<file path="src/rtl/interrupt_controller_if.sv">
// Bus between the interrupt controller and the multicycle control FSM.
//
// Handshake: IntReq acts as "valid" and IntAck as "ready". A request is
// transferred on the rising CLK edge where IntReq=1 and IntAck=1; IntReq
// stays high and IntCause/VectorAddr stay stable until that transfer, and
// IntAck sampled while IntReq=0 has no effect.
interface interrupt_controller_if #(
  parameter int NUM_IRQ = 4,
  parameter int ADDR_W  = 16
);
  logic [NUM_IRQ-1:0] IRQ;
  logic               IEWrite;
  logic [NUM_IRQ-1:0] IEData;
  logic               InstrBoundary;
  logic               IntAck;
  logic               RetI;
  logic [ADDR_W-1:0]  PC;
  logic               IntReq;
  logic [ADDR_W-1:0]  VectorAddr;
  logic [ADDR_W-1:0]  EPC;
  logic [2:0]         IntCause;
  logic [NUM_IRQ-1:0] Pending;
  logic               InService;
  logic [1:0]         fsm_state;

  // Controller side
  modport slave (
    input  IRQ, IEWrite, IEData, InstrBoundary, IntAck, RetI, PC,
    output IntReq, VectorAddr, EPC, IntCause, Pending, InService, fsm_state
  );

  // Control FSM / stimulus side
  modport master (
    output IRQ, IEWrite, IEData, InstrBoundary, IntAck, RetI, PC,
    input  IntReq, VectorAddr, EPC, IntCause, Pending, InService, fsm_state
  );
endinterface

</file>
<file path="src/rtl/interrupt_controller.sv">
// Priority interrupt controller: edge-detects IRQ lines into pending bits,
// selects the lowest enabled index at instruction boundaries, hands it to
// the control FSM, saves the return PC and blocks nesting until RetI.
module interrupt_controller #(
  parameter int                NUM_IRQ  = 4,
  parameter int                ADDR_W   = 16,
  parameter logic [ADDR_W-1:0] VEC_BASE = 'h0040
) (
  input logic                    CLK,
  input logic                    Reset_n,
  interrupt_controller_if.slave  bus
);

  typedef enum logic [1:0] {
    IDLE = 2'd0,
    REQ  = 2'd1,
    SVC  = 2'd2
  } state_t;

  state_t             state;
  state_t             state_n;
  logic [NUM_IRQ-1:0] irq_q;
  logic [NUM_IRQ-1:0] pending;
  logic [NUM_IRQ-1:0] pending_n;
  logic [NUM_IRQ-1:0] mask;
  logic [NUM_IRQ-1:0] rise;
  logic [NUM_IRQ-1:0] eligible;
  logic [2:0]         winner;
  logic [2:0]         int_cause;
  logic [ADDR_W-1:0]  epc;
  logic               take;   // IDLE -> REQ decision this cycle
  logic               ack;    // accepted handshake this cycle

  assign rise     = bus.IRQ & ~irq_q;
  assign eligible = pending & mask;
  assign take     = (state == IDLE) && bus.InstrBoundary && (|eligible);
  assign ack      = (state == REQ) && bus.IntAck;

  // Lowest-index enabled pending source wins
  always_comb begin
    winner = 3'd0;
    for (int i = NUM_IRQ - 1; i >= 0; i--) begin
      if (eligible[i]) winner = 3'(i);
    end
  end

  // FSM state register
  always_ff @(posedge CLK or negedge Reset_n) begin
    if (!Reset_n) state <= IDLE;
    else          state <= state_n;
  end

  // FSM next-state: request only at a boundary, no nesting while in service
  always_comb begin
    state_n = state;
    case (state)
      IDLE:    if (take) state_n = REQ;
      REQ:     if (bus.IntAck) state_n = SVC;
      SVC:     if (bus.RetI) state_n = IDLE;
      default: state_n = IDLE;
    endcase
  end

  // Pending update: ack clears the serviced bit, but a new edge wins
  always_comb begin
    pending_n = pending;
    if (ack) begin
      for (int i = 0; i < NUM_IRQ; i++) begin
        if (int_cause == 3'(i)) pending_n[i] = 1'b0;
      end
    end
    pending_n = pending_n | rise;
  end

  // Edge detector, pending bits and interrupt mask
  always_ff @(posedge CLK or negedge Reset_n) begin
    if (!Reset_n) begin
      irq_q   <= '0;
      pending <= '0;
      mask    <= '1;
    end else begin
      irq_q   <= bus.IRQ;
      pending <= pending_n;
      if (bus.IEWrite) mask <= bus.IEData;
    end
  end

  // Cause is frozen from the selection until the next selection; EPC on ack
  always_ff @(posedge CLK or negedge Reset_n) begin
    if (!Reset_n) begin
      int_cause <= 3'd0;
      epc       <= '0;
    end else begin
      if (take) int_cause <= winner;
      if (ack)  epc       <= bus.PC;
    end
  end

  assign bus.IntReq     = (state == REQ);
  assign bus.InService  = (state == SVC);
  assign bus.IntCause   = int_cause;
  assign bus.Pending    = pending;
  assign bus.EPC        = epc;
  // Vector n sits at VEC_BASE + 2n; overflow wraps within ADDR_W
  assign bus.VectorAddr = VEC_BASE + ADDR_W'({int_cause, 1'b0});
  assign bus.fsm_state  = state;

endmodule

</file>
<file path="src/flat_wrapper.sv">
// flat-port wrapper written by rule: the top's interface ports become plain ports
module interrupt_controller_flat 
#(
  parameter int                NUM_IRQ  = 4,
  parameter int                ADDR_W   = 16,
  parameter logic [ADDR_W-1:0] VEC_BASE = 'h0040
)
  (CLK, Reset_n, bus_IRQ, bus_IEWrite, bus_IEData, bus_InstrBoundary, bus_IntAck, bus_RetI, bus_PC, bus_IntReq, bus_VectorAddr, bus_EPC, bus_IntCause, bus_Pending, bus_InService, bus_fsm_state);
  interrupt_controller_if #(.NUM_IRQ(NUM_IRQ), .ADDR_W(ADDR_W)) bus_i ();
  input logic CLK;
  input logic Reset_n;
  input wire logic [$bits(bus_i.IRQ)-1:0] bus_IRQ;
  input wire logic [$bits(bus_i.IEWrite)-1:0] bus_IEWrite;
  input wire logic [$bits(bus_i.IEData)-1:0] bus_IEData;
  input wire logic [$bits(bus_i.InstrBoundary)-1:0] bus_InstrBoundary;
  input wire logic [$bits(bus_i.IntAck)-1:0] bus_IntAck;
  input wire logic [$bits(bus_i.RetI)-1:0] bus_RetI;
  input wire logic [$bits(bus_i.PC)-1:0] bus_PC;
  output wire logic [$bits(bus_i.IntReq)-1:0] bus_IntReq;
  output wire logic [$bits(bus_i.VectorAddr)-1:0] bus_VectorAddr;
  output wire logic [$bits(bus_i.EPC)-1:0] bus_EPC;
  output wire logic [$bits(bus_i.IntCause)-1:0] bus_IntCause;
  output wire logic [$bits(bus_i.Pending)-1:0] bus_Pending;
  output wire logic [$bits(bus_i.InService)-1:0] bus_InService;
  output wire logic [$bits(bus_i.fsm_state)-1:0] bus_fsm_state;
  assign bus_i.IRQ = bus_IRQ;
  assign bus_i.IEWrite = bus_IEWrite;
  assign bus_i.IEData = bus_IEData;
  assign bus_i.InstrBoundary = bus_InstrBoundary;
  assign bus_i.IntAck = bus_IntAck;
  assign bus_i.RetI = bus_RetI;
  assign bus_i.PC = bus_PC;
  assign bus_IntReq = bus_i.IntReq;
  assign bus_VectorAddr = bus_i.VectorAddr;
  assign bus_EPC = bus_i.EPC;
  assign bus_IntCause = bus_i.IntCause;
  assign bus_Pending = bus_i.Pending;
  assign bus_InService = bus_i.InService;
  assign bus_fsm_state = bus_i.fsm_state;
  interrupt_controller #(.NUM_IRQ(NUM_IRQ), .ADDR_W(ADDR_W), .VEC_BASE(VEC_BASE)) u_core (.CLK(CLK), .Reset_n(Reset_n), .bus(bus_i));
endmodule
</file>
<file path="config.mk">
export PLATFORM = sky130hd
export DESIGN_NAME = interrupt_controller_flat
export DESIGN_NICKNAME = d
export VERILOG_FILES = /design/src/rtl/interrupt_controller_if.sv /design/src/rtl/interrupt_controller.sv /design/src/flat_wrapper.sv
export SDC_FILE = /design/constraint.sdc
export NUM_CORES = 1
export LEC_CHECK = 0
export CORE_MARGIN = 5
export CORE_UTILIZATION = 39
export DETAILED_ROUTE_END_ITERATION = 8
export GPL_TIMING_DRIVEN = 0
export PLACE_DENSITY = 0.82
export SKIP_LAST_GASP = 1
export SLEW_MARGIN = 20
export SYNTH_ARGS = -nofsm -noshare
export SYNTH_HDL_FRONTEND = slang
export SYNTH_SLANG_ARGS = --single-unit
</file>
<file path="constraint.sdc">
create_clock -name CLK -period 1.4 [get_ports CLK]
set_input_delay 0.28 -clock CLK [delete_from_list [all_inputs] [get_ports CLK]]
set_output_delay 0.28 -clock CLK [all_outputs]
set_load 0.01 [all_outputs]
</file>
==> Word level (Yosys, flattened, before mapping) <==
Index checks and enable logic that the tools add are counted.
{ "word_totals": {"regBits": 33, "inputBits": 30, "out_inout_bits": 43, "elab_cells": 39} }
{ "op_classes": {"addsub": 1, "eq_ne": 8, "muxes": 13, "bitwise": 4, "reduce_logical": 7} }
{ "ops": {"columns": ["operator", "n"], "rows": [
  ["3-bit two-way mux", 3],
  ["7-bit by 4-bit adder with 8-bit output, first input constant", 1],
  ["4-bit AND", 2],
  ["2-bit two-way mux", 4],
  ["3-bit by 2-bit == test with 1-bit output, second input constant", 2],
  ["2-bit case mux with 3 select lines", 1],
  ["1-bit two-way mux", 4],
  ["4-bit two-way mux", 1],
  ["2-bit inequality test, second input constant", 2],
  ["4-bit inverter", 1],
  ["4-bit OR", 1],
  ["4-bit OR reduction", 1],
  ["3-bit by 1-bit == test with 1-bit output, second input constant", 1],
  ["1-bit logical AND", 3],
  ["3-bit logical NOT", 1],
  ["3-bit AND reduction", 1],
  ["2-bit by 1-bit == test with 1-bit output, second input constant", 1],
  ["2-bit == test, second input constant", 1],
  ["2-bit logical NOT", 1],
  ["2-bit by 1-bit inequality test with 1-bit output, second input constant", 1]
]} }

==> Longest topological paths before layout <==
Gate-level depths: netlist of the first run.
{ "depth": {"word_depth": 5, "mapped_depth": 4, "mapped_depth_nobuf": 3} }

==> Worst setup path before layout of the first run <==
OpenSTA, ideal clock, no wires.
{ "synth_path": {"path_kind": "register to register", "from": "reg u_core.state[1], in the netlist u_core.bus.fsm_state[1]", "to": "reg u_core.epc[0], in the netlist u_core.bus.EPC[0]", "setup_time_ns": 0.125, "arrival_time_ns": 1.042, "required_time_ns": 1.275, "slack_ns": 0.233, "path_stages_with_launch": 4, "path_buffers": 1, "period_less_slack_ns": 1.167, "cell_sequence": "dfrtp_1 -> nand3b_4 -> buf_6 -> mux2_2"} }
{ "synth_via": {"elab_chain_len": 2} }
{ "synth_rtl": {"columns": ["item", "line", "text"], "rows": [
  ["from (decl)", "interrupt_controller.sv:20", "state_t state;"],
  ["from (signal assigned)", "interrupt_controller.sv:50", "else state <= state_n;"],
  ["2-bit by 1-bit == test with 1-bit output", "interrupt_controller.sv:37", "assign ack = (state == REQ) && bus.IntAck;"],
  ["1-bit logical AND", "interrupt_controller.sv:37", null],
  ["to (signal assigned)", "interrupt_controller.sv:95", "if (ack) epc <= bus.PC;"],
  ["to (decl)", "interrupt_controller.sv:30", "logic [ADDR_W-1:0] epc;"]
]} }
Every way passes these cells.
A chain may end at the register's enable or synchronous reset.

==> Worst setup path after layout of the first run <==
{ "layout_path": {"from": "reg u_core.state[0], in the netlist u_core.bus.fsm_state[0]", "to": "out bus_IntReq"} }
{ "layout_via": {"elab_chain_len": 1} }
{ "layout_rtl": {"columns": ["item", "line", "text"], "rows": [
  ["2-bit by 1-bit == test with 1-bit output", "interrupt_controller.sv:99", "assign bus.IntReq = (state == REQ);"],
  ["to (decl)", "flat_wrapper.sv:19", "output wire logic [$bits(bus_i.IntReq)-1:0] bus_IntReq;"]
]} }
Every way passes these cells.

==> results of run 1 <==
[layout by cell type (no fill, tap or decap), drive strengths merged]
| cell | n |
|---|---|
| nand2 | 2 |
| dlygate4sd2 | 23 |
| a22o | 3 |
| nor3b | 1 |
| buf | 34 |
| dfrtp | 28 |
| clkdlybuf4s50 | 28 |
| nand2b | 3 |
| or2b | 1 |
| o31ai | 1 |
| conb | 15 |
| o21ai | 10 |
| inv | 6 |
| a21oi | 4 |
| dlygate4sd3 | 1 |
| nand3b | 1 |
| clkdlybuf4s15 | 1 |
| dfstp | 4 |
| clkbuf | 8 |
| a32o | 1 |
| mux2 | 20 |
| clkinv | 2 |
[report_power, final]
part | total, W | switching (W) | internal (W)
Sequential | 0.00148 | 0.000190 | 0.00129
Combinational | 0.00198 | 0.000838 | 0.00115
Clock | 0.000563 | 0.000324 | 0.000239
[per-stage QoR]
stage,cell area [um^2],worst slack [ps]
after floorplan,1440,233
after CTS,2170,-198
final,2230,-60.8
after detailed placement,2060,-189
after global routing,2230,-146
after global placement,2060,-464
[worst reg2reg max path, cell delays in order (launching register included)]
cell	delay, ps
dfrtp_1	430
buf_6	130
buf_4	130
nand3b_4	90
buf_6	160
mux2_2	340
[cells in the mapped netlist]
master | instances | share of area, %
dfstp_2 | 4 | 7.6
conb_1 | 2 | 0.54
o21ai_0 | 10 | 3.6
a32o_1 | 1 | 0.72
buf_6 | 2 | 1.6
inv_1 | 6 | 1.6
nor3b_1 | 1 | 0.54
mux2_2 | 20 | 16
a22o_1 | 3 | 1.9
or2b_1 | 1 | 0.54
o31ai_1 | 1 | 0.54
buf_4 | 17 | 9.2
nand2b_1 | 3 | 1.4
nand2_1 | 2 | 0.54
nand3b_4 | 1 | 1.4
a21oi_1 | 4 | 1.4
dfrtp_1 | 28 | 51
[cells by family (layout without fill, tap and decap cells)]
kind of cell    Yosys count  after routing
simple gates              8              8
mux                      20             20
flops                    32             32
buf+inv                  25            103
compound gates           19             19
other cells               2             15
[metal layers]
metal	wire length, um	part of all wire, %	global-route usage, %	vias up
met2	1730	50	24.3	62
met5	0	0	0	-
met1	1190	34	14.0	503
li1	-	-	-	508
met4	75	2.2	7.66	0
met3	446	13	8.99	9
[path summary, 6_finish.rpt]
path | slack, ps | startpoint | endpoint | cells after the start
setup / recovery | -60 | u_core.bus.fsm_state[0] | bus_IntReq | 3
hold / removal | 400 | bus_IRQ[2] | u_core.irq_q[2] | 1
setup reg to reg | 20 | u_core.bus.fsm_state[0] | u_core.bus.EPC[3] | 5
hold reg to reg | 410 | u_core.irq_q[0] | u_core.bus.Pending[0] | 1
max in group asynchronous | 360 | Reset_n | u_core.bus.IntCause[1] | 2
min in group asynchronous | 530 | Reset_n | u_core.bus.EPC[13] | 2
[registers in the layout, summed over array words and instances (netlist names)]
signal                flops
u_core.bus.EPC           16
u_core.bus.IntCause       2
u_core.bus.Pending        4
u_core.bus.fsm_state      2
u_core.irq_q              4
u_core.mask               4
[layout make-up]
type | instances | area (um^2)
plain buffers | 18 | 143
clock buffers | 6 | 51.3
clock inverters | 2 | 10.0
fillers | 289 | 1160
inverters | 6 | 22.5
multi-input cells | 62 | 480
flip-flops and latches | 32 | 808
well taps | 46 | 57.6
repair buffers | 71 | 653
[what timing repair did]
action | CTS | global route
gates resized for setup | 42 | 13
buffers inserted | 9 | 5
hold buffers | 1 | 0
hold endpoints to repair | 25 | 0
endpoints found under the setup margin | 28 | 11
==> summary.txt, run 1 <==
Outcome
  • Result of the run: complete, but fails checks
  • Failing checks: setup timing

GRT
  • Residual overflow from global routing: 0
  • Antenna violations before repair: 0
  • Vias in the first global route: 1205
  • Maximum number of pins on one net before global-route repair: 33
  • First-pass GRT wire length: 5.58 mm
  • Gr usage total: 14.6%

Timing
  • Final Hold Vio Count: 0
  • Worst slew margin: 52.2%
  • Least-Margin Pin Slew: 717 ps
  • Max-slew violations: 0
  • Shortest period the worst path allows: 1460 ps
  • Setup ws final: -60.8 ps
  • Min Hold Slack: 403 ps
  • Top achievable clock speed: 0.685 GHz
  • Period utilization: 104%
  • Worst setup skew after layout: 8.79 ps
  • Total of endpoints with negative setup slack in the final report: 4
  • Post-Route Setup TNS: -150 ps
  • RSZ-0062 raised after global routing: yes

Final layout
  • Layout cell share with drive strength beyond 1: 38.6%
  • Final standard cell count with taps included and fillers excluded: 243
  • Number of nets in the finished design: 226
  • Layout overhead on the synthesized area: 60.6%
  • Number of diodes: 0
  • Final core area utilization: 65.7%

Worst setup path
  • Category of the most critical setup path: flop to output port
  • CP Data Required Time: 1120 ps
  • Crit Path Max Fanout: 3
  • Launching element type of the critical path: flop
  • Cell at the slowest stage of the critical path: dfrtp_1
  • Signal arrival time at the worst endpoint: 1180 ps
  • CP bufs+invs: 2
  • Capturing element type of the critical path: output port
  • Top Family by Delay on Critical Path: flip-flops
  • CP Cell Sequence: or2b_1, inv_1, clkbuf_2
  • Max incr delay on CP: 410 ps

Detailed routing
  • Number of vias per cell: 4.45
  • Wire length per cell: 14.2 um
  • Total DRC errors in the routed layout: 0
  • Total via count in the routed design: 1082
  • Final ANT Viol Nets: 0
  • Number of design-rule violations left by the first detailed-router iteration: 21
  • DRT Wirelength: 3.44 mm
  • Number of search-and-repair iterations in the first detailed-routing pass: 4

Pwr
  • LEAKAGE: 1.07 nW
  • Worst voltage drop across the vdd grid: 0.976 mV
  • Power density over the cells: 1810 mW/mm^2
  • Total design power: 0.00403 W

Logic synthesis
  • Number of distinct library cell variants in the gate-level netlist after synthesis: 17
  • Mux contribution to synthesized area: 16.2%
  • Post-Synthesis Cell Area: 0.00139 mm^2
  • Share of synthesized cell area in and, or, nand and nor gates: 4.42%
  • Synthesized-area fraction occupied by ao, oa, aoi and oai cells: 8.21%
  • Portion of the post-synthesis area used by sequential elements: 58.1%
  • Xor/xnor share of the synthesized area: 0%
  • Synthesized area divided by synthesized cell count: 13.1 um^2
  • Flip-flop and latch count after synthesis: 32
  • Combinational family with the most area after synthesis: multiplexers
  • Number of instances in the synthesized netlist: 106
  • Adder-cell share of the synthesized area: 0%
  • Yosys Warn Count: 0

Die
  • Core outline area: 0.00339 mm^2
  • Die height: 69.6 um
  • Area of the die: 0.00485 mm^2
  • Effective utilization at floorplan: 40.9%
  • Number of placed I/O pins: 73
  • Die Wd: 69.6 um
  • Total number of placement rows: 21

Min path
  • Hold Crit Class: input pin to flop

CTS
  • CTS root buffer: clkbuf_4
  • Count of clock tree sinks: 32
  • Clock latency at the later pin of the worst-skew pair: 340 ps
  • Clk slew on worst S/H paths: 100 ps
  • Clock buffer count from CTS: 5
  • Clock tree from TritonCTS: yes
  • H-tree depth reported by CTS: 2
  • Clock buffer depth: 2

Placed design
  • DP HPWL: 2.47 mm
  • Placed insts: 222
  • Number of buffer cells added on primary ports: 57
  • RD Place Congestion: 0.750

Job
  • Max-cap violation count: 0
Power figures use the tool's default switching activity.
==> run 2: changes to the inputs <==
- CAP_MARGIN: default -> 20
==> results of run 2 <==
Same layout as run 1: the final DEF is identical, and so are final timing and power.
==> run 3: changes to the inputs <==
- CAP_MARGIN: 20 -> default
- SLEW_MARGIN: 20 -> default
==> summary.txt, run 3 (same netlist as run 1, synthesis figures left out) <==
Outcome
  • Result of the run: complete, but fails checks
  • Failing checks: hold timing, setup timing

Worst setup path
  • Category of the most critical setup path: flop to output port
  • Max incr delay on CP: 420 ps (about the same)
  • Launching element type of the critical path: flop
  • FF-to-FF Start: u_core.bus.fsm_state[0]
  • Logic depth of the worst register-to-register path: 5 (unchanged)
  • Capturing element type of the critical path: output port
  • R2r endpoint: u_core.bus.EPC[12]
  • CP Cell Sequence: or2b_1, inv_1, clkbuf_2
  • Crit Path Max Fanout: 4 (+1)
  • CP Data Required Time: 1120 ps (about the same)
  • Worst setup slack for register-to-register paths: 30 ps (about the same)
  • Signal arrival time at the worst endpoint: 1190 ps (about the same)
  • Cell at the slowest stage of the critical path: dfrtp_1

Timing
  • Least-Margin Pin Slew: 710 ps (-6.70 ps)
  • Max-slew violations: 0 (unchanged)
  • Top achievable clock speed: 0.682 GHz (-0.40%)
  • Setup ws final: -66.7 ps (-5.90 ps)
  • Min Hold Slack: -17.6 ps (-421 ps)
  • RSZ-0062 raised after global routing: yes
  • Worst setup skew after layout: 7.95 ps (-0.846 ps)
  • Post-Route Setup TNS: -99.6 ps (+50.1 ps)
  • Total of endpoints with negative setup slack in the final report: 2 (-2)
  • Final Hold Vio Count: 28 (+28)
  • Shortest period the worst path allows: 1470 ps (+5.90 ps)
  • Worst slew margin: 52.7% (+0.45 points)
  • Period utilization: 105% (+0.42 points)

Final layout
  • Layout overhead on the synthesized area: 57.9%
  • Layout cell share with drive strength beyond 1: 38.5% (-0.12 points)
  • Highest-count cells in the layout ignoring fill and taps: clkdlybuf4s50_1 (28), buf_4 (26), dfrtp_1 (26)
  • Final core area utilization: 64.6% (-1.1 points)
  • Commonest non-fill, non-tap cell in the layout: clkdlybuf4s50_1
  • Number of nets in the finished design: 224 (-0.88%)
  • Count of filler cells inserted in the layout: 279 (-3.5%)
  • Number of diodes: 0 (unchanged)
  • Flip-flop count of the largest register, all copies and words added: 16 (unchanged)

Job
  • Max-cap violation count: 0 (unchanged)

Placed design
  • RD Place Congestion: 0.750 (unchanged)
  • Number of buffer cells added on primary ports: 57 (unchanged)
  • DP HPWL: 2.48 mm (+0.19%)

Die
  • Area of the die: 0.00485 mm^2 (unchanged)
  • Effective utilization at floorplan: 40.9% (unchanged)
  • Number of placed I/O pins: 73 (unchanged)
  • Core outline area: 0.00339 mm^2 (unchanged)
  • Die Wd: 69.6 um (unchanged)
  • Total number of placement rows: 21 (unchanged)
  • Die height: 69.6 um (unchanged)

GRT
  • First-pass GRT wire length: 5.35 mm (-4.1%)
  • Antenna violations before repair: 0 (unchanged)
  • Met1 layer usage reported by global route: 12.7% (-1.3 points)
  • Maximum number of pins on one net before global-route repair: 33 (unchanged)
  • Gr usage total: 14.0% (-0.61 points)
  • Met2 capacity usage during global routing: 23.8% (-0.42 points)
  • Residual overflow from global routing: 0 (unchanged)
  • Met3 Resource Use GR: 8.99% (unchanged)
  • Global route hottest layer: met2
  • Vias in the first global route: 1193 (-1.0%)

CTS
  • Count of clock tree sinks: 32 (unchanged)
  • Clock buffer count from CTS: 5 (unchanged)
  • Clock latency at the later pin of the worst-skew pair: 340 ps (about the same)
  • CTS root buffer: clkbuf_4
  • H-tree depth reported by CTS: 2 (unchanged)
  • Number of hold buffers added after cts: 0 (-1)
  • Clock buffer depth: 2 (unchanged)
  • Clk slew on worst S/H paths: 100 ps (about the same)
  • Clock tree from TritonCTS: yes

Min path
  • Hold Crit Class: input pin to asynchronous set/reset pin

Pwr
  • Part of the power in combinational logic: 48.1% (-1.2 points)
  • Switching Fraction: 33.5% (-0.14 points)
  • Flop pwr share: 37.6% (+0.9 points)
  • Internal power summed over all cells: 0.00262 W (-1.8%)
  • Power density over the cells: 1800 mW/mm^2 (-0.38%)
  • LEAKAGE: 1.06 nW (-1.2%)
  • Worst voltage drop across the vdd grid: 1.05 mV (+7.2%)
  • Net switching power of the design: 0.00132 W (-2.5%)
  • Relative contribution of the clock network to total power: 14.3% (+0.3 points)
  • Total design power: 0.00394 W (-2.1%)

Detailed routing
  • Wire length per cell: 13.8 um (-2.9%)
  • Number of design-rule violations left by the first detailed-router iteration: 20 (-4.8%)
  • Final ANT Viol Nets: 0 (unchanged)
  • Number of vias per cell: 4.40 (-1.1%)
  • Total via count in the routed design: 1061 (-1.9%)
  • DRT Wirelength: 3.32 mm (-3.7%)
  • Total DRC errors in the routed layout: 0 (unchanged)
  • Number of search-and-repair iterations in the first detailed-routing pass: 4 (unchanged)
-- run 3: cell types whose count changed in the layout (fill, tap and decap cells not counted), sizes merged --
cell	previous run	this run
clkdlybuf4s15	1	0
dlygate4sd3	1	0
-- run 3: through the flow --
step / hold WS [ps] / area [um^2] / setup WS, ps / instances
finish: -17.6 / 2190 / -66.7 / 241
global route: 4.38 / 2190 / -146 / 241
CTS: 378 / 2160 / -205 / 238
detailed placement: 409 / 2060 / -580 / 222
global placement: 403 / 2060 / -464 / 222
floorplan: -15.6 / 1440 / 233 / 119
-- run 3: repair_timing --
item,4_1_cts,5_1_grt
endpoints found under the setup margin,56,11
hold endpoints to repair,0,0
resized for setup,44,10
buffers inserted,9,4
-- run 3: metal layers --
layer | vias to the layer above | routed length [um]
met3 | 7 | 469
li1 | 504 | -
met2 | 59 | 1670
met4 | 0 | 61
met1 | 491 | 1120
met5 | - | 0
-- run 3: how the worst max path moves through the flow --
| stage | startpoint | to | slack (ps) | cells after the start |
|---|---|---|---|---|
| floorplan | u_core.bus.fsm_state[1] | u_core.bus.EPC[0] | 230 | 3 |
| global placement | Reset_n | u_core.bus.EPC[15] | -460 | 1 |
| detailed placement | Reset_n | u_core.bus.fsm_state[0] | -580 | 1 |
| CTS | u_core.bus.fsm_state[1] | bus_IntReq | -210 | 3 |
| global route | u_core.bus.fsm_state[0] | bus_IntReq | -150 | 3 |
| finish | u_core.bus.fsm_state[1] | bus_IntReq | -70 | 3 |
-- run 3: area by class of cell --
cell class	count	area [um^2]	area share (%)
multi-input combinational	62	474	21.7
clock buffer	6	51.3	2.34
tap	46	57.6	2.63
clock inverter	2	10.0	0.457
timing repair buffer	69	622	28.4
sequential	32	808	36.9
buffer	18	143	6.52
inverter	6	22.5	1.03
-- run 3: power groups by stage --
stage / combinational [W] / sequential [W] / clock (W)
after global routing: 0.00207 / 0.00153 / 0.000635
after global placement: 0.00180 / 0.00154 / 0
after detailed placement: 0.00185 / 0.00157 / 0
final: 0.00190 / 0.00148 / 0.000564
after floorplan: 0.000675 / 0.00169 / 0
after CTS: 0.00184 / 0.00148 / 0.000590
-- run 3: worst max-delay path, delay by kind of cell, from the launching register on --
kind          cells  cell delay, ps
buf+inv           2             170
simple gates      1             250
flops             1             420
